==> config.mk <==
export PLATFORM = sky130hd
export DESIGN_NAME = crossing_sched_flat
export DESIGN_NICKNAME = d
export VERILOG_FILES = /design/src/rtl/crossing_if.sv /design/src/rtl/crossing_sched.sv /design/src/flat_wrapper.sv
export SDC_FILE = /design/constraint.sdc
export NUM_CORES = 1
export LEC_CHECK = 0
export CORE_UTILIZATION = 48
export DETAILED_ROUTE_END_ITERATION = 10
export PLACE_DENSITY = 0.89
export SYNTH_ARGS = -nofsm -noshare
export SYNTH_HDL_FRONTEND = slang
export SYNTH_SLANG_ARGS = --single-unit
==> constraint.sdc <==
create_clock -name clk_1kHz -period 2.14 [get_ports clk_1kHz]
set_clock_uncertainty 0.2 [all_clocks]
set_input_delay 0.535 -clock clk_1kHz [delete_from_list [all_inputs] [get_ports clk_1kHz]]
set_output_delay 0.535 -clock clk_1kHz [all_outputs]
set_load 0.005 [all_outputs]
==> src/rtl/crossing_if.sv <==
// Move-command channel between the crossing scheduler and the animator.
// Handshake: the master raises move_valid with move_who/move_dir and holds all
// three stable until it samples move_valid & move_ready high on a rising clock
// edge; that edge is the transfer. move_done is a single-cycle pulse from the
// animator when the accepted move has finished playing.
interface crossing_if;
    logic       move_valid;
    logic [1:0] move_who;
    logic       move_dir;
    logic       move_ready;
    logic       move_done;

    modport master (
        output move_valid,
        output move_who,
        output move_dir,
        input  move_ready,
        input  move_done
    );

    modport slave (
        input  move_valid,
        input  move_who,
        input  move_dir,
        output move_ready,
        output move_done
    );
endinterface

==> src/rtl/crossing_sched.sv <==
// River-crossing puzzle scheduler: turns button edges into canoe moves,
// tracks bank positions, and decides win/lose after every completed move.
// Optional feature macro: CROSSING_TIMEOUT_EN adds an animator watchdog that
// aborts a move after TIMEOUT_TICKS step_tick strobes in BUSY.
module crossing_sched #(
    parameter int TIMEOUT_TICKS = 24
) (
    input  logic        clk_1kHz,
    input  logic        rst,
    input  logic        sw6,
    input  logic        step_tick,
    input  logic [3:0]  req,
    crossing_if.master  mv,
    output logic        cat_pos,
    output logic        dog_pos,
    output logic        mouse_pos,
    output logic        canoe_pos,
    output logic [1:0]  game_state,
    output logic [3:0]  reject_cnt,
    output logic        timeout,
    output logic [2:0]  fsm_state
);

    typedef enum logic [2:0] {
        S_IDLE  = 3'd0,
        S_ISSUE = 3'd1,
        S_BUSY  = 3'd2,
        S_CHECK = 3'd3,
        S_WIN   = 3'd4,
        S_LOSE  = 3'd5
    } state_t;

    localparam logic [1:0] GS_LOSE = 2'd0;
    localparam logic [1:0] GS_WIN  = 2'd1;
    localparam logic [1:0] GS_PLAY = 2'd2;

    state_t     state;
    logic [3:0] req_q;
    logic [3:0] edge_vec;
    logic       any_edge;
    logic [1:0] win_who;
    logic       win_legal;
    logic       lose_now;

    assign fsm_state = state;
    assign edge_vec  = req & ~req_q;
    assign any_edge  = |edge_vec;
    // Dog or mouse left with the cat on the bank the canoe just departed.
    assign lose_now  = ((cat_pos == dog_pos) && (cat_pos != canoe_pos)) ||
                       ((cat_pos == mouse_pos) && (cat_pos != canoe_pos));

`ifdef CROSSING_TIMEOUT_EN
    localparam int         CW   = $clog2(TIMEOUT_TICKS + 1);
    localparam logic [CW-1:0] TMAX = CW'(TIMEOUT_TICKS - 1);
    logic [CW-1:0] tick_cnt;
    logic          timeout_q;
    assign timeout = timeout_q;
`else
    logic unused_tick;
    assign unused_tick = step_tick & (TIMEOUT_TICKS > 0);
    assign timeout     = 1'b0;
`endif

    // Pick the highest-priority new edge and decide whether it can sail now.
    always_comb begin
        win_who   = 2'd3;
        win_legal = 1'b1;
        if (edge_vec[3]) begin
            win_who   = 2'd0;
            win_legal = (cat_pos == canoe_pos);
        end else if (edge_vec[2]) begin
            win_who   = 2'd1;
            win_legal = (dog_pos == canoe_pos);
        end else if (edge_vec[1]) begin
            win_who   = 2'd2;
            win_legal = (mouse_pos == canoe_pos);
        end
    end

    // Previous button levels, used only for rising-edge detection.
    always_ff @(posedge clk_1kHz or posedge rst) begin
        if (rst) req_q <= 4'd0;
        else     req_q <= req;
    end

    // Game controller: request arbitration, move handshake, position update, verdict.
    always_ff @(posedge clk_1kHz or posedge rst) begin
        if (rst) begin
            state         <= S_IDLE;
            mv.move_valid <= 1'b0;
            mv.move_who   <= 2'd0;
            mv.move_dir   <= 1'b0;
            cat_pos       <= 1'b0;
            dog_pos       <= 1'b0;
            mouse_pos     <= 1'b0;
            canoe_pos     <= 1'b0;
            game_state    <= GS_PLAY;
            reject_cnt    <= 4'd0;
`ifdef CROSSING_TIMEOUT_EN
            tick_cnt      <= '0;
            timeout_q     <= 1'b0;
`endif
        end else if (!sw6 && (state == S_IDLE || state == S_WIN || state == S_LOSE)) begin
            // Game switched off while settled: wipe the board.
            state      <= S_IDLE;
            cat_pos    <= 1'b0;
            dog_pos    <= 1'b0;
            mouse_pos  <= 1'b0;
            canoe_pos  <= 1'b0;
            game_state <= GS_PLAY;
            reject_cnt <= 4'd0;
`ifdef CROSSING_TIMEOUT_EN
            timeout_q  <= 1'b0;
`endif
        end else begin
            case (state)
                S_IDLE: begin
                    if (any_edge) begin
                        if (win_legal) begin
                            mv.move_valid <= 1'b1;
                            mv.move_who   <= win_who;
                            mv.move_dir   <= canoe_pos;
                            state         <= S_ISSUE;
                        end else if (reject_cnt != 4'hF) begin
                            reject_cnt <= reject_cnt + 4'd1;
                        end
                    end
                end
                S_ISSUE: begin
                    if (mv.move_ready) begin
                        mv.move_valid <= 1'b0;
                        state         <= S_BUSY;
`ifdef CROSSING_TIMEOUT_EN
                        tick_cnt      <= '0;
`endif
                    end
                end
                S_BUSY: begin
                    if (mv.move_done) begin
                        canoe_pos <= ~canoe_pos;
                        case (mv.move_who)
                            2'd0:    cat_pos   <= ~cat_pos;
                            2'd1:    dog_pos   <= ~dog_pos;
                            2'd2:    mouse_pos <= ~mouse_pos;
                            default: ;
                        endcase
                        state <= S_CHECK;
                    end
`ifdef CROSSING_TIMEOUT_EN
                    else if (step_tick) begin
                        if (tick_cnt == TMAX) begin
                            state     <= S_IDLE;
                            timeout_q <= 1'b1;
                        end else begin
                            tick_cnt <= tick_cnt + 1'b1;
                        end
                    end
`endif
                end
                S_CHECK: begin
                    if (cat_pos && dog_pos && mouse_pos) begin
                        state      <= S_WIN;
                        game_state <= GS_WIN;
                    end else if (lose_now) begin
                        state      <= S_LOSE;
                        game_state <= GS_LOSE;
                    end else begin
                        state <= S_IDLE;
                    end
                end
                S_WIN, S_LOSE: ;
                default: state <= S_IDLE;
            endcase
        end
    end

endmodule

==> src/flat_wrapper.sv <==
// flat-port wrapper written by rule: the top's interface ports become plain ports
module crossing_sched_flat 
#(
    parameter int TIMEOUT_TICKS = 24
)
  (clk_1kHz, rst, sw6, step_tick, req, cat_pos, dog_pos, mouse_pos, canoe_pos, game_state, reject_cnt, timeout, fsm_state, mv_move_valid, mv_move_who, mv_move_dir, mv_move_ready, mv_move_done);
  crossing_if mv_i ();
  input  logic clk_1kHz;
  input  logic rst;
  input  logic sw6;
  input  logic step_tick;
  input  logic [3:0] req;
  output logic cat_pos;
  output logic dog_pos;
  output logic mouse_pos;
  output logic canoe_pos;
  output logic [1:0] game_state;
  output logic [3:0] reject_cnt;
  output logic timeout;
  output logic [2:0] fsm_state;
  output wire logic [$bits(mv_i.move_valid)-1:0] mv_move_valid;
  output wire logic [$bits(mv_i.move_who)-1:0] mv_move_who;
  output wire logic [$bits(mv_i.move_dir)-1:0] mv_move_dir;
  input wire logic [$bits(mv_i.move_ready)-1:0] mv_move_ready;
  input wire logic [$bits(mv_i.move_done)-1:0] mv_move_done;
  assign mv_move_valid = mv_i.move_valid;
  assign mv_move_who = mv_i.move_who;
  assign mv_move_dir = mv_i.move_dir;
  assign mv_i.move_ready = mv_move_ready;
  assign mv_i.move_done = mv_move_done;
  crossing_sched #(.TIMEOUT_TICKS(TIMEOUT_TICKS)) u_core (.clk_1kHz(clk_1kHz), .rst(rst), .sw6(sw6), .step_tick(step_tick), .req(req), .mv(mv_i), .cat_pos(cat_pos), .dog_pos(dog_pos), .mouse_pos(mouse_pos), .canoe_pos(canoe_pos), .game_state(game_state), .reject_cnt(reject_cnt), .timeout(timeout), .fsm_state(fsm_state));
endmodule
After elaboration in Yosys (flattened, before gate mapping):

Cells that the tools add are included.

* add/subtract/negate cells: 1
* multiply operators: 0
* div/mod/pow operators: 0
* order comparisons: 0
* equal/unequal tests: 23
* shift operators: 0
* muxes and demuxes: 42
* bitwise gates (word level): 7
* reduce and logical (&&, ||, !) cells: 33

Operator list (count)
* $mux 1: 22
* $mux 3: 7
* $mux 4: 5
* $reduce_bool 2->1: 10
* $pmux 3 s5: 1
* $mux 2: 6
* $ne 3x2->1 const B: 4
* $reduce_and 5->1: 2
* $reduce_and 3->1: 3
* $reduce_and 4->1: 2
* $eq 3x2->1 const B: 2
* $eq 3x3->1 const B: 2
* $ne 2x1->1 const B: 3
* $eq 1x1->1: 5
* $logic_and 1x1->1: 5
* $not 1->1: 5
* $add 4x1->4 const B: 1
* $and 4x4->4: 1
* $ne 2x2->1 const B: 2
* $ne 4x4->1 const B: 1
* $not 4->4: 1
* $reduce_and 2->1: 2
* $reduce_or 4->1: 1
* $eq 3x1->1 const B: 1
* other kinds (10): 12

* bits in registers: 21
* bits in latches: 0
* RAM bits: 0
* ROM bits: 0
* input port bits: 10
* output and inout port bits: 18
* word-level logic and storage cells: 117
* memories kept: 0

Depth between registers and ports, before layout:

Gate-level depths: netlist (run 1).

* word-level depth: 9
* depth in mapped cells: 6

Worst setup path after synthesis (run 1):

OpenSTA, ideal clock, no wires.

* kind: input-to-reg
* start point: input req[3]
* end point: register u_core.reject_cnt[1]
* arrival time: 1.661 ns
* required time: 1.808 ns
* path slack: 0.147 ns
* cell stages on the path: 5
* path buffers: 0
* path through: nor2b_1 or4_1 o311ai_2 mux2i_1 nor2_1

* cells in the longest elaborated chain, start to end: 4
* elaborated cells between the ends (all ways): 6
* classes of those cells: 1 x eq/ne; 1 x mux; 1 x bitwise; 3 x reduce/logical

RTL lines
* start: declaration: RTL line flat_wrapper.sv:12 `input logic [3:0] req;`
* $and 4x4->4 (*): RTL line crossing_sched.sv:46 `assign edge_vec = req & ~req_q;`
* $reduce_or 4->1 / $mux 1 (equally long branches): RTL line crossing_sched.sv:47, crossing_sched.sv:68
* $reduce_bool 2->1 (no line) / $ne 2x2->1 (equally long branches)
* $reduce_and 4->1 (no line) (*)
* end signal: assignment: RTL line crossing_sched.sv:125 `reject_cnt <= reject_cnt + 4'd1;`
* end: declaration: RTL line crossing_sched.sv:19 `output logic [3:0] reject_cnt,`

Mark *: on every way between the ends. The rest lies on a longest branch, timed or not.
A chain may end at the register's enable or synchronous reset.

Worst setup path after layout (run 1):

* start point: input mv_move_done
* end point: register u_core.cat_pos

* cells in the longest elaborated chain, start to end: 2

RTL lines
* start: declaration: RTL line flat_wrapper.sv:25 `input wire logic [$bits(mv_i.move_done)-1:0] mv_move_done;`
* $reduce_bool 2->1 (no line)
* $reduce_and 3->1 (no line)
* end signal: assignment: RTL line crossing_sched.sv:142 `2'd0: cat_pos <= ~cat_pos;`
* end: declaration: RTL line crossing_sched.sv:14 `output logic cat_pos,`

Every way passes these cells.

==> results of run 1 <==
==> sequential cells by signal, indices dropped and copies added, names as in the netlist <==
| signal | count |
|---|---|
| u_core.reject_cnt | 4 |
| u_core.req_q | 4 |
| u_core.fsm_state | 3 |
| u_core.game_state | 2 |
| u_core.mv.move_who | 2 |
| u_core.canoe_pos | 1 |
| u_core.cat_pos | 1 |
| u_core.dog_pos | 1 |
| u_core.mouse_pos | 1 |
| u_core.mv.move_dir | 1 |
| u_core.mv.move_valid | 1 |
==> cell type report <==
cell class | instances | share of cell area (%)
clock buffer | 3 | 1.39
clock inverter | 1 | 0.310
inverter | 3 | 0.697
multi-input combinational | 83 | 41.4
sequential | 21 | 32.7
tap | 28 | 2.17
timing repair buffer | 37 | 21.3
==> worst max path at each step <==
stage	startpoint	to	slack, ns
finish	mv_move_done	u_core.cat_pos$_DFFE_PP0P_	0.06
global route	u_core.fsm_state[0]$_DFFE_PP0P_	fsm_state[0]	0.004
CTS	req[3]	u_core.fsm_state[0]$_DFFE_PP0P_	0.001
detailed placement	req[1]	u_core.reject_cnt[3]$_DFFE_PP0P_	-0.52
global placement	req[3]	u_core.reject_cnt[1]$_DFFE_PP0P_	-0.42
floorplan	req[3]	u_core.reject_cnt[1]$_DFFE_PP0P_	0.15
==> power breakdown <==
group          internal [W]  switching [W]  total [W]
Combinational      0.000583       0.000470    0.00105
Clock             0.0000695       0.000119   0.000189
Sequential         0.000523       0.000140   0.000663
Total               0.00118       0.000730    0.00191
==> cells in the final DEF (no fill, tap or decap), types with 3 or more instances in the layout <==
cell type | netlist | routed
a21oi_1 | 6 | 5
and2_1 | 3 | 3
buf_4 | 2 | 12
clkbuf_4 | 0 | 3
clkdlybuf4s50_1 | 0 | 22
dfrtp_1 | 20 | 19
inv_1 | 3 | 3
mux2_2 | 3 | 3
nand2_1 | 5 | 4
nand2b_1 | 3 | 3
nor2_1 | 12 | 12
nor2b_1 | 6 | 3
nor2b_4 | 0 | 3
o21ai_0 | 5 | 4
xnor2_1 | 5 | 4
xor2_1 | 4 | 4
==> what timing repair did <==
item,CTS,global route
endpoints found under the setup margin,9,7
gates resized for setup,15,8
pin swaps,2,3
==> per-layer routing <==
metal	part of all wire [%]	up-vias	track usage [%]
met4	2.8	0	11.1
met1	44	466	25.6
li1	-	468	-
met5	0	-	0
met3	3.5	8	2.38
met2	49	27	40.0
==> cell families after synthesis <==
logic type      after synthesis  synth area share, %
compound gates               24                 15.0
xor+xnor                      9                 6.87
fa+ha+maj                     2                 2.18
buf+inv                       9                 4.36
flops                        21                 45.9
mux                           5                 4.69
other cells                   1                0.327
simple gates                 42                 20.6
==> stage by stage <==
| stage | cell area (sq um) | hold WS [ns] | instances | power (W) | utilization (%) |
|---|---|---|---|---|---|
| floorplan | 1150 | 0.303 | 113 | 0.00121 | - |
| global placement | 1480 | 0.294 | 172 | 0.00157 | 66.4 |
| detailed placement | 1480 | 0.298 | 172 | 0.00161 | 66.4 |
| CTS | 1580 | 0.315 | 176 | 0.00186 | 70.8 |
| global route | 1620 | 0.180 | 176 | 0.00204 | 72.3 |
| finish | 1620 | 0.188 | 176 | 0.00191 | 72.3 |
==> results.yml, run 1 <==
outcome:
  status: "completed"
critical_path:
  rrSetupSlack_ns: 0.06
  critPathLaunchType: "input port"
  critPathRequiredTime_ns: 2.13
  worstPathCellList: "clkdlybuf4s50_1, or4bb_1, nor3_1, xnor2_1, nor2_1"
  rr_endpoint: "u_core.reject_cnt[1]$_DFFE_PP0P_"
  cp_slowest_stage_delay_ns: 0.60
  critPathBufInv: 1
  crit_family: "simple AND/OR/NAND/NOR gates"
  worstSetupPathDepth: 5
  reg2reg_depth: 5
  cp.arrival_ns: 2.08
  rr_startpoint: "u_core.canoe_pos$_DFFE_PP0P_"
  end_kind: "flip-flop"
  slowest_stage: "or4bb_1"
  path_class: "input port to flip-flop"
  cp_max_fo: 4
grt:
  grt.total_usage_pct: 22.1
  grt_pass1_wl_mm: 4.19
  grt-ovfl-total: 0
  grt_max_degree: 13
  grt_pass1_vias: 983
  antenna_found_initial: 0
placement:
  dp_slack_ns: -0.515
  portBuffers: 25
  gp_congestion: 0.819
  dp_hpwl_mm: 1.82
route:
  ant_nets: 0
  viasPerCell: 5.51
  routed_wirelength_mm: 2.60
  drt-wirelength-per-cell_microns: 14.8
  first_pass_iters: 4
  vias: 969
  drc_errors: 0
  drt_iter0_drc: 9
clock_tree:
  holdBufCountCts: 0
  path_clk_slew_ns: 0.12
  max-clock-path-buffers: 2
  cts_max_level: 1
  cts_root_buf: "clkbuf_4"
  cts_tree: "yes"
  post-cts-setup-buffer-count: 0
  cts_buffers: 3
  cts_sinks: 21
  clkLatencyLatePin_ns: 0.30
logic_synthesis:
  yosysTopAreaCell: "dfrtp_1"
  synth_area_leaders: "dfrtp_1 44%, nor2_1 3.9%, xnor2_1 3.8%"
  syn-instance-count: 113
  synth_edf_count: 0
  ys.warnings.count: 0
  syn_avg_cell_area_sq_um: 10.2
  synth.net_count: 125
  ys_types: 40
  synth.top_cell.area_share_pct: 43.6
  synth_seq_cells: 21
  synth-seq-area-share_pct: 45.9
  synthTopCellsByCount: "20 x dfrtp_1, 12 x nor2_1, 6 x a21oi_1, 6 x nor2b_1"
  mappedNetlistArea_sq_um: 1150
  yosysMostFrequentCell: "dfrtp_1"
  ys.flop_type: "dfrtp_1"
  synth_async_sr_flop_share_pct: 100
power_and_ir_drop:
  p_leak_nw: 0.693
  irDropWorstVdd_uv: 964
  powerDensity_nw_per_um2: 1180
sta:
  setup_tns_ns: 0
  fin_ws_ns: 0.0556
  max_freq_ghz: 0.480
  grt_setup_unrepaired: "false"
  hold_viol: 0
  setup_viol: 0
  fin_crit_ns: 2.08
  tightest_slew_ns: 0.498
  maxSlewHeadroom_pct: 66.4
  maxSlewViolCount: 0
  post-route-period-util_pct: 97.4
die:
  dieArea_sq_um: 2590
  die_w_microns: 50.9
  num_rows: 17
  die-height_microns: 50.9
  core_sq_um: 2230
  pin_count: 28
  initial_utilization_pct: 51.4
final_layout:
  multiInputGateArea_sq_um: 669
  num_antenna_cells: 0
  nets: 161
  seq_area_sq_um: 528
  area_growth_pct: 40.8
  drive_gt1_share_pct: 24.3
  fill_cells: 159
worst_hold_path:
  worstHoldStart: "req[1]"
  holdPathStages: 1
  hp-class: "input port to flip-flop"
  whs_endpoint: "u_core.req_q[1]$_DFF_PP0_"
flow_run:
  max_cap_violations: 0
No activity file was read; power rests on OpenSTA's default activity.
==> run 2: changes to the inputs <==
- SKIP_CTS_REPAIR_TIMING: not set -> 1
==> run 2 against run 1 <==
Via count grew 0.21%; critical path depth rose by 1; critical endpoint is now u_core.mv.move_who[1]$_DFFE_PP0P_; largest cell class unchanged; design area shrank 1.2%; cell count did not move; hold slack worse by 0.0074 ns; die area unchanged; the run now ends with setup timing left; register-to-register slack gained 0.05 ns; flip-flop and latch count did not move; core utilization down 0.90 points.
==> results.yml, run 2 (synthesized netlist as in run 1, its figures left out) <==
outcome:
  status: "finished with violations"
  violations: "setup timing"
grt:
  met1_usage_pct: 24.7
  top_usage_layer: "met2"
  antenna_found_initial: 0
  use_met2_pct: 36.9
  grt_pass1_vias: 974
  grt_max_degree: 13
  grt-ovfl-total: 0
  grt.total_usage_pct: 20.9
  grt_pass1_wl_mm: 3.97
  gr-usage-met3_pct: 2.38
critical_path:
  rrSetupSlack_ns: 0.11
  reg2reg_depth: 5
  cp_slowest_stage_delay_ns: 0.49
  cp.arrival_ns: 2.15
  rr_endpoint: "u_core.mv.move_who[1]$_DFFE_PP0P_"
  critPathRequiredTime_ns: 2.14
  rr_startpoint: "u_core.canoe_pos$_DFFE_PP0P_"
  worstPathCellList: "clkdlybuf4s50_1, nor2b_4, mux2i_1, a211oi_2, nand2_1, mux2_2"
  cp_max_fo: 4
  path_class: "input port to flip-flop"
  critPathLaunchType: "input port"
  slowest_stage: "clkdlybuf4s50_1"
  end_kind: "flip-flop"
die:
  die-height_microns: 50.9
  initial_utilization_pct: 51.4
  pin_count: 28
  die_w_microns: 50.9
  num_rows: 17
  core_sq_um: 2230
  dieArea_sq_um: 2590
clock_tree:
  cts_max_level: 1
  cts_root_buf: "clkbuf_4"
  clkLatencyLatePin_ns: 0.30
  path_clk_slew_ns: 0.12
  cts_tree: "yes"
  cts_buffers: 3
  max-clock-path-buffers: 2
  cts_sinks: 21
final_layout:
  nets: 161
  fill_cells: 162
  multiInputGateArea_sq_um: 648
  utilization_pct: 71.4
  seq_area_sq_um: 528
  final_common_cell: "clkdlybuf4s50_1"
  area_growth_pct: 39.0
  final_cell_mix: "23 x clkdlybuf4s50_1, 19 x dfrtp_1, 12 x buf_4, 11 x nor2_1"
  drive_gt1_share_pct: 24.3
  num_antenna_cells: 0
power_and_ir_drop:
  irDropWorstVdd_uv: 999
  power_w: 0.00187
  powerDensity_nw_per_um2: 1170
  p_leak_nw: 0.688
route:
  first_pass_iters: 4
  vias: 971
  ant_nets: 0
  viasPerCell: 5.52
  drc_errors: 0
  drt_iter0_drc: 21
  drt-wirelength-per-cell_microns: 14.4
  routed_wirelength_mm: 2.53
sta:
  hold_viol: 0
  fin_ws_ns: -0.0147
  maxSlewViolCount: 0
  whs_ns: 0.180
  max_freq_ghz: 0.464
  grt_setup_unrepaired: "true"
  setup_viol: 3
  setup_tns_ns: -0.0263
  post-route-period-util_pct: 101
  fin_crit_ns: 2.15
worst_hold_path:
  whs_endpoint: "u_core.req_q[0]$_DFF_PP0_"
  holdPathStages: 1
  hp-class: "input port to flip-flop"
  worstHoldStart: "req[0]"
flow_run:
  max_cap_violations: 0
placement:
  dp_hpwl_mm: 1.82
  portBuffers: 25
  gp_congestion: 0.819
-- run 2: changes by cell type in the layout (fill, tap and decap cells not counted) --
cell	previous run	this run
clkdlybuf4s50_1	22	23
nor3_4	1	0
o221ai_4	1	0
nor2_2	0	1
o221ai_1	0	1
nand2_2	1	0
nand2_1	4	5
nor2b_2	0	1
nor3_2	0	1
nor2_1	12	11
dlygate4sd2_1	1	0
nor2b_1	3	2
-- run 2: critical path, delay by kind of cell --
| family | cells | cell delay (ns) |
|---|---|---|
| simple gates | 2 | 0.34 |
| mux | 2 | 0.65 |
| buf+inv | 1 | 0.49 |
| compound gates | 1 | 0.13 |
-- run 2: layout make-up --
class	instances	share of cell area, %
multi-input cells	83	40.6
flip-flops and latches	21	33.1
clock buffers	3	1.41
well taps	28	2.20
repair buffers	37	21.6
clock inverters	1	0.314
inverters	3	0.706
-- run 2: report_power, final --
group          switching (W)  total, W  internal [W]
Sequential          0.000140  0.000664      0.000523
Combinational       0.000443   0.00102      0.000574
Clock               0.000119  0.000188     0.0000695
-- run 2: how the worst max path moves through the flow --
| stage | startpoint | endpoint | slack, ns |
|---|---|---|---|
| after floorplan | req[3] | u_core.reject_cnt[1]$_DFFE_PP0P_ | 0.15 |
| after global placement | req[3] | u_core.reject_cnt[1]$_DFFE_PP0P_ | -0.42 |
| after detailed placement | req[1] | u_core.reject_cnt[3]$_DFFE_PP0P_ | -0.52 |
| after CTS | req[1] | u_core.reject_cnt[3]$_DFFE_PP0P_ | -0.21 |
| after global routing | req[1] | u_core.mv.move_who[1]$_DFFE_PP0P_ | -0.07 |
| final | req[1] | u_core.mv.move_who[1]$_DFFE_PP0P_ | -0.01 |
-- run 2: metal layers --
layer	up-vias	routed length [microns]
li1	469	-
met1	465	1170
met2	29	1240
met3	8	64
met4	0	53
met5	-	0
-- run 2: stage by stage --
step / cell area [sq um] / cells / worst slack [ns]
3_3_place_gp: 1480 / 172 / -0.418
6_report: 1600 / 176 / -0.0147
2_1_floorplan: 1150 / 113 / 0.147
3_5_place_dp: 1480 / 172 / -0.515
5_1_grt: 1600 / 176 / -0.0686
4_1_cts: 1510 / 176 / -0.214
==> run 3: changes to the inputs <==
- CORE_UTILIZATION: 48 -> 52
- GPL_TIMING_DRIVEN: not set -> 1
- PLACE_DENSITY: 0.89 -> 0.94
- clock period: 2.14 -> 2.5 ns (I/O delays scaled with it)
==> run 3 against run 2 <==
The run now ends clean; worst setup slack improved by 0.11 ns; clock-buffer cell count unchanged; largest power group unchanged; routed wire length decreased by 4.3%; total power down 20%; design area is 7.2% lower; via count down 3.3%; global-route usage rose by 1.4 points; clock power fell by 15%; die area shrank 7.4%; sequential share of layout area up 2.5 points; non-clock buffer count down 5; hold slack improved by 0.14 ns.
==> results.yml, run 3 (synthesized netlist as in run 1, its figures left out) <==
outcome:
  status: "completed"
die:
  die_w_microns: 49.0
  num_rows: 16
  die-height_microns: 49.0
  initial_utilization_pct: 56.7
  core_sq_um: 2020
  dieArea_sq_um: 2400
  pin_count: 28
power_and_ir_drop:
  switching_share_pct: 37.2
  p_int_w: 0.000944
  p_leak_nw: 0.622
  powerDensity_nw_per_um2: 1020
  p_sw_w: 0.000559
  p_comb_share_pct: 48.8
  p_clk_share_pct: 10.7
  irDropWorstVdd_uv: 654
  power_frac_seq_pct: 40.6
sta:
  setup_viol: 0
  grt_setup_unrepaired: "false"
  maxSlewViolCount: 0
  fin_crit_ns: 2.40
  fin_ws_ns: 0.0982
  whs_ns: 0.316
  setup_tns_ns: 0
  post-route-period-util_pct: 96.1
  max_freq_ghz: 0.416
  hold_viol: 0
grt:
  grt_pass1_vias: 901
  grt.total_usage_pct: 22.3
  grt_pass1_wl_mm: 4.02
  grt-ovfl-total: 0
  grt_max_degree: 22
  antenna_found_initial: 0
critical_path:
  reg2reg_depth: 5
  critPathRequiredTime_ns: 2.54
  path_class: "input port to flip-flop"
  cp-endpoint: "u_core.reject_cnt[2]$_DFFE_PP0P_"
  end_kind: "flip-flop"
  cp.arrival_ns: 2.44
  rrSetupSlack_ns: 0.35
  crit_start: "req[3]"
  rr_endpoint: "u_core.reject_cnt[2]$_DFFE_PP0P_"
  critPathLaunchType: "input port"
  cp_max_fo: 6
  rr_startpoint: "u_core.canoe_pos$_DFFE_PP0P_"
clock_tree:
  cts_tree: "yes"
  cts_sinks: 21
  path_clk_slew_ns: 0.12
  max-clock-path-buffers: 2
  cts_root_buf: "clkbuf_4"
  cts_max_level: 1
  clkLatencyLatePin_ns: 0.30
  cts_buffers: 3
route:
  first_pass_iters: 4
  vias: 939
  drc_errors: 0
  viasPerCell: 5.52
  ant_nets: 0
  drt-wirelength-per-cell_microns: 14.2
  routed_wirelength_mm: 2.42
  drt_iter0_drc: 20
final_layout:
  multiInputGateArea_sq_um: 578
  instances_no_fill: 170
  drive_gt1_share_pct: 14.7
  fill_cells: 157
  seq_area_sq_um: 527
  final_cell_mix: "25 x clkdlybuf4s50_1, 20 x dfrtp_1, 12 x nor2_1, 7 x buf_4, 6 x a21oi_1"
  area_growth_pct: 29.0
  utilization_pct: 73.2
  final_common_cell: "clkdlybuf4s50_1"
  nets: 156
  num_antenna_cells: 0
placement:
  dp_cells: 166
  dp_hpwl_mm: 1.76
  gp_congestion: 0.817
  portBuffers: 25
  dp_slack_ns: -0.199
flow_run:
  max_cap_violations: 0
worst_hold_path:
  hp-class: "flip-flop to flip-flop"
-- run 3: cell types whose count changed in the layout (fill, tap and decap cells not counted), moves of 2 or more --
cell,change
buf_4,-5
clkdlybuf4s50_1,+2
dlymetal6s2s_1,-2
nor2b_1,+3
nor2b_4,-3
-- run 3: routing by layer --
metal	vias to the layer above	track usage (%)	share of wire [%]
met2	26	37.7	50
li1	455	-	-
met3	2	4.98	4.0
met4	0	7.35	0.41
met1	456	28.1	46
met5	-	0	0
-- run 3: cell type report --
class,count,share of cell area [%]
flip-flops and latches,21,35.6
clock inverters,1,0.338
inverters,3,0.761
multi-input cells,83,39.1
clock buffers,3,1.52
repair buffers,32,20.5
well taps,27,2.28
-- run 3: power by group through the flow --
stage	logic (W)	registers, W	clock network, W
global placement	0.000693	0.000603	0
detailed placement	0.000723	0.000612	0
CTS	0.000732	0.000606	0.000165
floorplan	0.000488	0.000546	0
global route	0.000807	0.000628	0.000189
finish	0.000733	0.000610	0.000160
-- run 3: worst min-delay path by stage --
stage,start,endpoint,slack [ns],cells past startpoint
floorplan,u_core.game_state[1]$_DFFE_PP1P_,u_core.game_state[1]$_DFFE_PP1P_,0.30,1
global placement,u_core.mv.move_dir$_DFFE_PP0P_,u_core.mv.move_dir$_DFFE_PP0P_,0.29,1
detailed placement,u_core.game_state[1]$_DFFE_PP1P_,u_core.game_state[1]$_DFFE_PP1P_,0.30,1
CTS,u_core.game_state[1]$_DFFE_PP1P_,u_core.game_state[1]$_DFFE_PP1P_,0.32,1
global route,u_core.game_state[1]$_DFFE_PP1P_,u_core.game_state[1]$_DFFE_PP1P_,0.34,1
finish,u_core.game_state[1]$_DFFE_PP1P_,u_core.game_state[1]$_DFFE_PP1P_,0.32,1
-- run 3: stage by stage --
step                power [W]  instance area, sq um
global route          0.00162                  1480
CTS                   0.00150                  1470
floorplan             0.00103                  1150
global placement      0.00130                  1450
detailed placement    0.00134                  1450
finish                0.00150                  1480
-- run 3: critical path, cell delays in order --
cell             delay, ns
clkdlybuf4s50_1       0.42
nor2b_2               0.19
nor3_1                0.43
o311ai_2              0.26
or3_1                 0.36
a21oi_1               0.15
